<file path="src/rtl/cpu.sv">
// cpu -- 16-bit LC-3-subset processor core with an SRAM-style memory port.
//
// Fetches instructions over an asynchronous SRAM interface (handshaked by
// mem_ready), executes ADD/AND/NOT/BR/JMP/LD/ST/LDR/STR and optionally PAUSE.
// Any other opcode is a NOP.
//
// Optional feature macro: CPU_PAUSE_EN
//   defined   : opcode 1101 parks the core in PAUSE until Continue is seen
//               low and then high.
//   undefined : opcode 1101 is a NOP, Continue is ignored, no PAUSE state.
//
// Ports:
//   Clk        system clock, rising edge
//   Reset      asynchronous active-low reset
//   Run        high: run from HALT; low: halt after the current instruction
//   Continue   releases PAUSE (0 then 1)
//   mem_ready  access complete, sampled every cycle of an access
//   Data_in    memory read data
//   Data_out   memory write data (always MDR)
//   A          memory address {4'b0, MAR}
//   CE,UB,LB,OE,WE  active-low memory controls, registered
module cpu #(
   parameter logic [15:0] RESET_PC = 16'h0000
) (
   input  logic        Clk,
   input  logic        Reset,
   input  logic        Run,
   input  logic        Continue,
   input  logic        mem_ready,
   input  logic [15:0] Data_in,
   output logic [15:0] Data_out,
   output logic [19:0] A,
   output logic        CE,
   output logic        UB,
   output logic        LB,
   output logic        OE,
   output logic        WE
);

   typedef enum logic [3:0] {
      S_HALT, S_FETCH1, S_FETCH2, S_FETCH3, S_DECODE, S_EXEC,
      S_LDADR, S_MEMRD, S_LDWB, S_STADR, S_MEMWR, S_STDONE
`ifdef CPU_PAUSE_EN
      , S_PAUSE
`endif
   } state_t;

   localparam logic [3:0] OP_BR  = 4'b0000;
   localparam logic [3:0] OP_ADD = 4'b0001;
   localparam logic [3:0] OP_LD  = 4'b0010;
   localparam logic [3:0] OP_ST  = 4'b0011;
   localparam logic [3:0] OP_AND = 4'b0101;
   localparam logic [3:0] OP_LDR = 4'b0110;
   localparam logic [3:0] OP_STR = 4'b0111;
   localparam logic [3:0] OP_NOT = 4'b1001;
   localparam logic [3:0] OP_JMP = 4'b1100;
`ifdef CPU_PAUSE_EN
   localparam logic [3:0] OP_PSE = 4'b1101;
`endif

   // control word order: {CE, UB, LB, OE, WE}
   localparam logic [4:0] CTL_IDLE  = 5'b11111;
   localparam logic [4:0] CTL_READ  = 5'b00001;
   localparam logic [4:0] CTL_WRITE = 5'b00010;

   state_t            state, state_n;
   logic [15:0]       pc, ir, mar, mdr;
   logic [7:0][15:0]  regs;
   logic [2:0]        nzp;
   logic [4:0]        ctl, ctl_n;

   logic [3:0]  opcode;
   logic [2:0]  dr, sr1, sr2;
   logic [15:0] off9, off6, imm5, src_a, src_b, alu_res, mem_addr;
   state_t      done_state;

   function automatic logic [2:0] nzp_of(input logic [15:0] v);
      if (v[15])          return 3'b100;
      else if (v == '0)   return 3'b010;
      else                return 3'b001;
   endfunction

   assign opcode = ir[15:12];
   assign dr     = ir[11:9];
   assign sr1    = ir[8:6];
   assign sr2    = ir[2:0];
   assign off9   = {{7{ir[8]}}, ir[8:0]};
   assign off6   = {{10{ir[5]}}, ir[5:0]};
   assign imm5   = {{11{ir[4]}}, ir[4:0]};
   assign src_a  = regs[sr1];
   assign src_b  = ir[5] ? imm5 : regs[sr2];

   always_comb begin
      alu_res = ~src_a;
      case (opcode)
         OP_ADD:  alu_res = src_a + src_b;
         OP_AND:  alu_res = src_a & src_b;
         default: alu_res = ~src_a;
      endcase
   end

   // PC-relative for LD/ST, base+offset for LDR/STR; pc is already incremented
   assign mem_addr   = (opcode == OP_LD || opcode == OP_ST) ? pc + off9 : src_a + off6;
   assign done_state = Run ? S_FETCH1 : S_HALT;

   assign Data_out = mdr;
   assign A        = {4'b0000, mar};
   assign {CE, UB, LB, OE, WE} = ctl;

`ifdef CPU_PAUSE_EN
   logic cont_low;  // Continue has been seen low since entering PAUSE
`else
   logic unused_continue;
   assign unused_continue = Continue;
`endif

   // ---------------- next state ----------------
   always_comb begin
      state_n = state;
      case (state)
         S_HALT:   if (Run) state_n = S_FETCH1;
         S_FETCH1: state_n = S_FETCH2;
         S_FETCH2: if (mem_ready) state_n = S_FETCH3;
         S_FETCH3: state_n = S_DECODE;
         S_DECODE: begin
            case (opcode)
               OP_LD, OP_LDR: state_n = S_LDADR;
               OP_ST, OP_STR: state_n = S_STADR;
`ifdef CPU_PAUSE_EN
               OP_PSE:        state_n = S_PAUSE;
`endif
               default:       state_n = S_EXEC;
            endcase
         end
         S_EXEC:   state_n = done_state;
         S_LDADR:  state_n = S_MEMRD;
         S_MEMRD:  if (mem_ready) state_n = S_LDWB;
         S_LDWB:   state_n = done_state;
         S_STADR:  state_n = S_MEMWR;
         S_MEMWR:  if (mem_ready) state_n = S_STDONE;
         S_STDONE: state_n = done_state;
`ifdef CPU_PAUSE_EN
         S_PAUSE:  if (cont_low && Continue) state_n = done_state;
`endif
         default:  state_n = S_HALT;
      endcase
   end

   // Controls are derived from the next state and registered, so they are
   // glitch-free and stable for the whole access.
   always_comb begin
      ctl_n = CTL_IDLE;
      case (state_n)
         S_FETCH2, S_MEMRD: ctl_n = CTL_READ;
         S_MEMWR:           ctl_n = CTL_WRITE;
         default:           ctl_n = CTL_IDLE;
      endcase
   end

   always_ff @(posedge Clk or negedge Reset) begin
      if (!Reset) begin
         state <= S_HALT;
         ctl   <= CTL_IDLE;
      end else begin
         state <= state_n;
         ctl   <= ctl_n;
      end
   end

`ifdef CPU_PAUSE_EN
   always_ff @(posedge Clk or negedge Reset) begin
      if (!Reset)
         cont_low <= 1'b0;
      else if (state != S_PAUSE)
         cont_low <= 1'b0;
      else if (!Continue)
         cont_low <= 1'b1;
   end
`endif

   // ---------------- datapath ----------------
   always_ff @(posedge Clk or negedge Reset) begin
      if (!Reset) begin
         pc   <= RESET_PC;
         ir   <= '0;
         mar  <= '0;
         mdr  <= '0;
         regs <= '0;
         nzp  <= 3'b010;
      end else begin
         case (state)
            S_FETCH1: begin
               mar <= pc;
               pc  <= pc + 16'd1;
            end
            S_FETCH2, S_MEMRD: if (mem_ready) mdr <= Data_in;
            S_FETCH3: ir <= mdr;
            S_EXEC: begin
               case (opcode)
                  OP_ADD, OP_AND, OP_NOT: begin
                     regs[dr] <= alu_res;
                     nzp      <= nzp_of(alu_res);
                  end
                  OP_BR:  if ((dr & nzp) != 3'b000) pc <= pc + off9;
                  OP_JMP: pc <= src_a;
                  default: ;
               endcase
            end
            S_LDADR: mar <= mem_addr;
            S_LDWB: begin
               regs[dr] <= mdr;
               nzp      <= nzp_of(mdr);
            end
            S_STADR: begin
               mar <= mem_addr;
               mdr <= regs[dr];
            end
            default: ;
         endcase
      end
   end

endmodule

</file>
<file path="config.mk">
export PLATFORM = sky130hd
export DESIGN_NAME = cpu
export DESIGN_NICKNAME = d
export VERILOG_FILES = /design/src/rtl/cpu.sv
export SDC_FILE = /design/constraint.sdc
export NUM_CORES = 1
export LEC_CHECK = 0
export BUFFER_PORTS_ARGS = -buffer_cell sky130_fd_sc_hd__buf_2
export CAP_MARGIN = 40
export CORE_MARGIN = 5
export CORE_UTILIZATION = 60
export CTS_CLUSTER_SIZE = 24
export DETAILED_ROUTE_END_ITERATION = 8
export PLACE_DENSITY = 0.77
export SLEW_MARGIN = 20
export SYNTH_ARGS = -nofsm -noshare
export SYNTH_HDL_FRONTEND = slang
export SYNTH_SLANG_ARGS = --single-unit
</file>
<file path="constraint.sdc">
create_clock -name Clk -period 7.15 [get_ports Clk]
set_clock_uncertainty 0.05 [all_clocks]
set_input_delay 0.3575 -clock Clk [delete_from_list [all_inputs] [get_ports Clk]]
set_output_delay 0.3575 -clock Clk [all_outputs]
set_load 0.05 [all_outputs]
</file>
# == After elaboration in Yosys (flattened, before gate mapping) ==
# Index checks and enable logic that the tools add are counted.
# totals
latch_bits,0
in_bits,21
output_inout_bits,41
wordCells,108
mem_count,0
reg_bits,204
romBits,0
mem_bits_rw,0
# op_classes
shift,0
n_div,0
n_reduce_logical,21
n_mul,0
n_lt_le_gt_ge,4
n_bitwise,3
add_sub_neg,4
eq_ne,26
mux,35
# op_table
op,count
bitwise mux 128 bit,2
one-hot mux 128 bit (2 select lines),1
one-hot mux 16 bit (2 select lines),5
binary-select mux 16 bit (select 3 bit),3
2-to-1 mux 128 bit,1
2-to-1 mux 16 bit,8
adder 16 bit,3
demux 16 bit (select 3 bit),1
one-hot mux 4 bit (10 select lines),1
"equality test 4 x 3 -> 1 bit, second input constant",8
zero test 16 bit,2
"equality test 4 bit, second input constant",7
"equality test 4 x 2 -> 1 bit, second input constant",5
"adder 16 x 1 -> 16 bit, second input constant",1
AND 16 bit,1
2-to-1 mux 4 bit,4
NOT 16 bit,1
"< comparator 3 x 4 -> 1 bit, second input constant",3
one-hot mux 5 bit (2 select lines),1
OR reduction 2 bit,5
2-to-1 mux 3 bit,3
"equality test 4 x 1 -> 1 bit, second input constant",2
zero test 4 bit,2
one-hot mux 4 bit (2 select lines),1
16 further kinds,22

# == Longest topological paths before layout ==
# logic_depth
depth_word,10
mapped_depth,17
mapped_depth_nobuf,14

# == Worst setup path before layout ==
# Ideal clock, no wire load.
# synth_timing
path_type,reg2reg
startpoint,register ir[0]
endpoint,register nzp[0]
period_less_slack_ns,4.299
slack_ns,2.851
stages_incl_launch_ff,16
n_path_buf,3
t_required_ns,6.979
arrival_time_ns,4.128
setup_ns,0.121
cell_sequence,dfrtp_1 -> clkbuf_1 -> buf_1 -> mux4_2 -> a211oi_1 -> nor2_1 -> ha_1 -> buf_6 -> a21oi_1 -> o21ai_0 -> a2111oi_2 -> o31ai_1 -> xor2_1 -> a2111oi_2 -> and3_1 -> a21oi_1
# synth_between
elab_chain_len,10
word_cells_on_any_way,11
cone_classes,add/sub (1); mux (8); bitwise (1); reduce/logical (1)
# synth_lines
element,line,source
start: declaration,67,"logic [15:0] pc, ir, mar, mdr;"
start signal: assignment,197,S_FETCH3: ir <= mdr;
binary-select mux 16 bit (select 3 bit),91,assign src_b = ir[5] ? imm5 : regs[sr2];
2-to-1 mux 16 bit (not written as such),91,
2-to-1 mux 16 bit *,91,
adder 16 bit / AND 16 bit (equally long branches),"96, 97",
one-hot mux 16 bit (2 select lines) *,95,case (opcode)
zero test 16 bit,79,else if (v == '0) return 3'b010;
2-to-1 mux 2 bit,79,
2-to-1 mux 3 bit *,78,if (v[15]) return 3'b100;
2-to-1 mux 3 bit *,199,case (opcode)
one-hot mux 3 bit (2 select lines) *,191,case (state)
end signal: assignment,202,nzp <= nzp_of(alu_res);
end signal: assignment,212,nzp <= nzp_of(mdr);
end: declaration,69,logic [2:0] nzp;
# Every way passes the cells marked *; elsewhere a longest branch is shown, timed or not. The select of a mux whose other input is x is not followed.
# A chain may end at the register's enable or synchronous reset.

# == Final worst setup path ==
# layout_timing
startpoint,register ir[7]
endpoint,register nzp[0]
# layout_between
elab_chain_len,9
word_cells_on_any_way,11
cone_classes,add/sub (1); mux (7); bitwise (2); reduce/logical (1)
# layout_lines
element,line,source
binary-select mux 16 bit (select 3 bit) *,90,assign src_a = regs[sr1];
2-to-1 mux 16 bit (not written as such) *,90,
"adder 16 bit, or another cell as far along",96,OP_ADD: alu_res = src_a + src_b;
one-hot mux 16 bit (2 select lines) *,95,
zero test 16 bit,79,
2-to-1 mux 2 bit,79,
2-to-1 mux 3 bit *,78,
2-to-1 mux 3 bit *,199,
one-hot mux 3 bit (2 select lines) *,191,
# Marks and branches as above.

==> metrics.txt <==
First DRT Iteration DRCs 1,516; Chip Height 164.0 um; Worst Setup Start Kind flip-flop; Die Width 164.0 um; Synth Area per Inst 9.345 um2; Overflow after GRT 0; clock sink count 202; worst slack, placed 2246 ps; CTS H-tree depth 1; commonest non-fill, non-tap cells in the layout nand2_1, dfrtp_1, o21ai_0; max_cap viols 0; die area 26,900 um2; Tot Pwr 8.621 mW; DRC Markers 0; Final Critical Period 5024 ps; Reg area 5065 um2; DP HPWL 31,850 um; P_leak 6.790 nW; CTS Buf Count 24; Via-to-Cell Ratio 6.751; GRT Overall Usage 0.3361; crit-path cells buf_4, mux4_2, mux2i_1, inv_1, ha_1, a211oi_1, o21ai_0, a21o_1, a31oi_1, nand3_1, nor4_1, and3_1, a21oi_1; wire per inst 24.06 um; final setup fails 0; Antenna Cells 0; commonest non-fill, non-tap cell in the layout nand2_1; Pwr Density 549.3 nW/um2; initial antenna violation count 0; Yosys cell types 77; final cell utilization of the core 0.6706; Fin Setup TNS 0 ps; Syn-to-layout area delta 10.27%; Fmax achieved 0.1990 GHz; run status finished clean; Post-synth EDFFs 0; fill count 1,886; Synth Flop Type dfrtp_1; yosys warns 0; clock buffer depth 3; Worst IR Drop VDD 0.2739 mV; Worst Path Arrival 5390 ps; Final GP Congestion 1.029; vias in the first global route 12,440; Worst Path Required 7520 ps; Antenna Violating Nets Remaining 0; Cell Area, Synth 14,230 um2; vias 12,690; first-pass GRT wire length 70,170 um; Pins Over Slew Limit 0; IO Pins 62; Critical Path Sink Type flip-flop; relative slew slack 0.3976; sequential area share after synthesis 0.3555; Layout Cells excl Fill 1,879; final period utilization 0.7027; slowest CP cell dfrtp_2; port bufs 56; Setup CP Type reg2reg; synthesized instance count 1,523; crit-path max FO 23; clock latency on the worst-skew pair 540 ps; starting density of the core 0.6082; post-placement cell count 1,833; CTS clk-pin slew, worst paths 60 ps; Final Hold Fails 0; critical path's top delay family compound AO/OA/AOI/OAI gates; RSZ-0062 raised after global routing no; CTS tree yes; Std-Cell Rows 56; CP bufs+invs 2; final setup margin 2126 ps; flop and latch count out of synthesis 202; CP max stage delay 620 ps; Core Region 23,400 um2; drt pass-1 iters 8; Nets 1,614; fraction of layout cells with a size suffix above 1 0.2013; Post-synth ARST share 1.000; largest net degree at the start of global routing 66; setup slack, reg-to-reg 2130 ps; Slew @ Worst Pin 901.8 ps; Root Driver clkbuf_16; Routed WL 45,200 um; multi-input logic area 8625 um2; Worst Hold Class in2reg
==> worst reg2reg max path, delay by kind of cell, from the launching register on <==
| family | cells | cell delay (ps) |
|---|---|---|
| compound gates | 5 | 1300 |
| mux | 2 | 1050 |
| fa+ha+maj | 1 | 390 |
| simple gates | 3 | 880 |
| buf+inv | 2 | 630 |
| flops | 1 | 620 |
==> final timing paths <==
kind	start	endpoint	depth (start not counted)
max in group asynchronous	Reset	regs[13]	4
hold / removal	Data_in[11]	Data_out[11]	3
setup / recovery	ir[7]	nzp[0]	13
setup reg to reg	ir[7]	nzp[0]	13
min in group asynchronous	Reset	state[1]	2
hold reg to reg	regs[100]	regs[100]	2
==> routing by layer <==
metal | routed length [um] | GRT usage
met1 | 17580 | 0.4525
met2 | 21170 | 0.5474
met3 | 4684 | 0.07051
met4 | 1770 | 0.1132
met5 | 0 | 0
==> sequential cells by signal, summed over array words and instances, names as in the netlist <==
| register | flops |
|---|---|
| ctl | 3 |
| Data_out | 16 |
| ir | 16 |
| pc | 16 |
| state | 4 |
| regs | 128 |
| nzp | 3 |
| mar | 16 |
==> power breakdown <==
part | leakage [nW] | switching [mW] | total (mW) | internal (mW)
Clock | 0.388 | 0.518 | 1.27 | 0.748
Combinational | 3.75 | 3.11 | 5.08 | 1.96
Sequential | 2.66 | 0.669 | 2.28 | 1.61
Total | 6.79 | 4.30 | 8.62 | 4.32
==> per-stage QoR <==
step,area (um2),hold slack [ps]
after floorplan,14240,11.91
after global placement,14670,329.1
after detailed placement,14860,332.0
after CTS,15670,61.93
after global routing,15690,101.4
final,15690,75.10
==> cell type report <==
cell class,count,share of cell area
Tap cell,319,0.02543
Clock inverter,13,0.01036
Timing Repair Buffer,97,0.04520
Clock buffer,30,0.04098
Inverter,24,0.005740
Sequential cell,202,0.3227
Multi-Input combinational cell,1194,0.5495
==> repair_timing <==
item / 4_1_cts / 5_1_grt
setup buffers: 0 / 0
resized for setup: 0 / 0
hold buffers: 1 / 0
endpoints found under the setup margin: 0 / 0
hold endpoints to repair: 60 / 0
==> synthesized netlist by cell type, drive strengths merged (5+ instances only) <==
master	count	area (um2)
dfrtp	198	4955
clkbuf	66	247.7
ha	47	588.1
mux2	74	833.3
buf	40	242.7
nand2	238	895.9
or3	10	62.56
o21ai	178	890.9
nor2	100	387.9
xnor2	13	113.9
and3	11	68.82
a221oi	9	78.83
inv	24	90.09
nand2b	13	81.33
a21o	5	37.54
nand3	36	185.2
o221ai	6	52.55
nor3b	7	52.55
nor4	8	56.30
o211ai	14	105.1
nand4	10	62.56
xor2	17	148.9
a31oi	24	150.1
mux4	72	1622
a21oi	100	511.8
nor2b	22	145.1
o22ai	12	75.07
nor3	20	105.1
and2	6	37.54
a22oi	12	90.09
mux2i	31	310.3
a211oi	35	275.3
==> kinds of logic after synthesis <==
logic type                 count (synthesis)  share of synthesized area
DFF                                      202                     0.3555
muxes                                    177                     0.1943
and+or+nand+nor                          494                     0.1574
AOI/OAI and AO/OA                        439                     0.1878
adders and majority gates                 50                    0.04554
xor gates and xnor gates                  30                    0.01846
buffers and inverters                    130                    0.04079
other                                      1                  0.0002635
(Power assumes the default switching activity.)
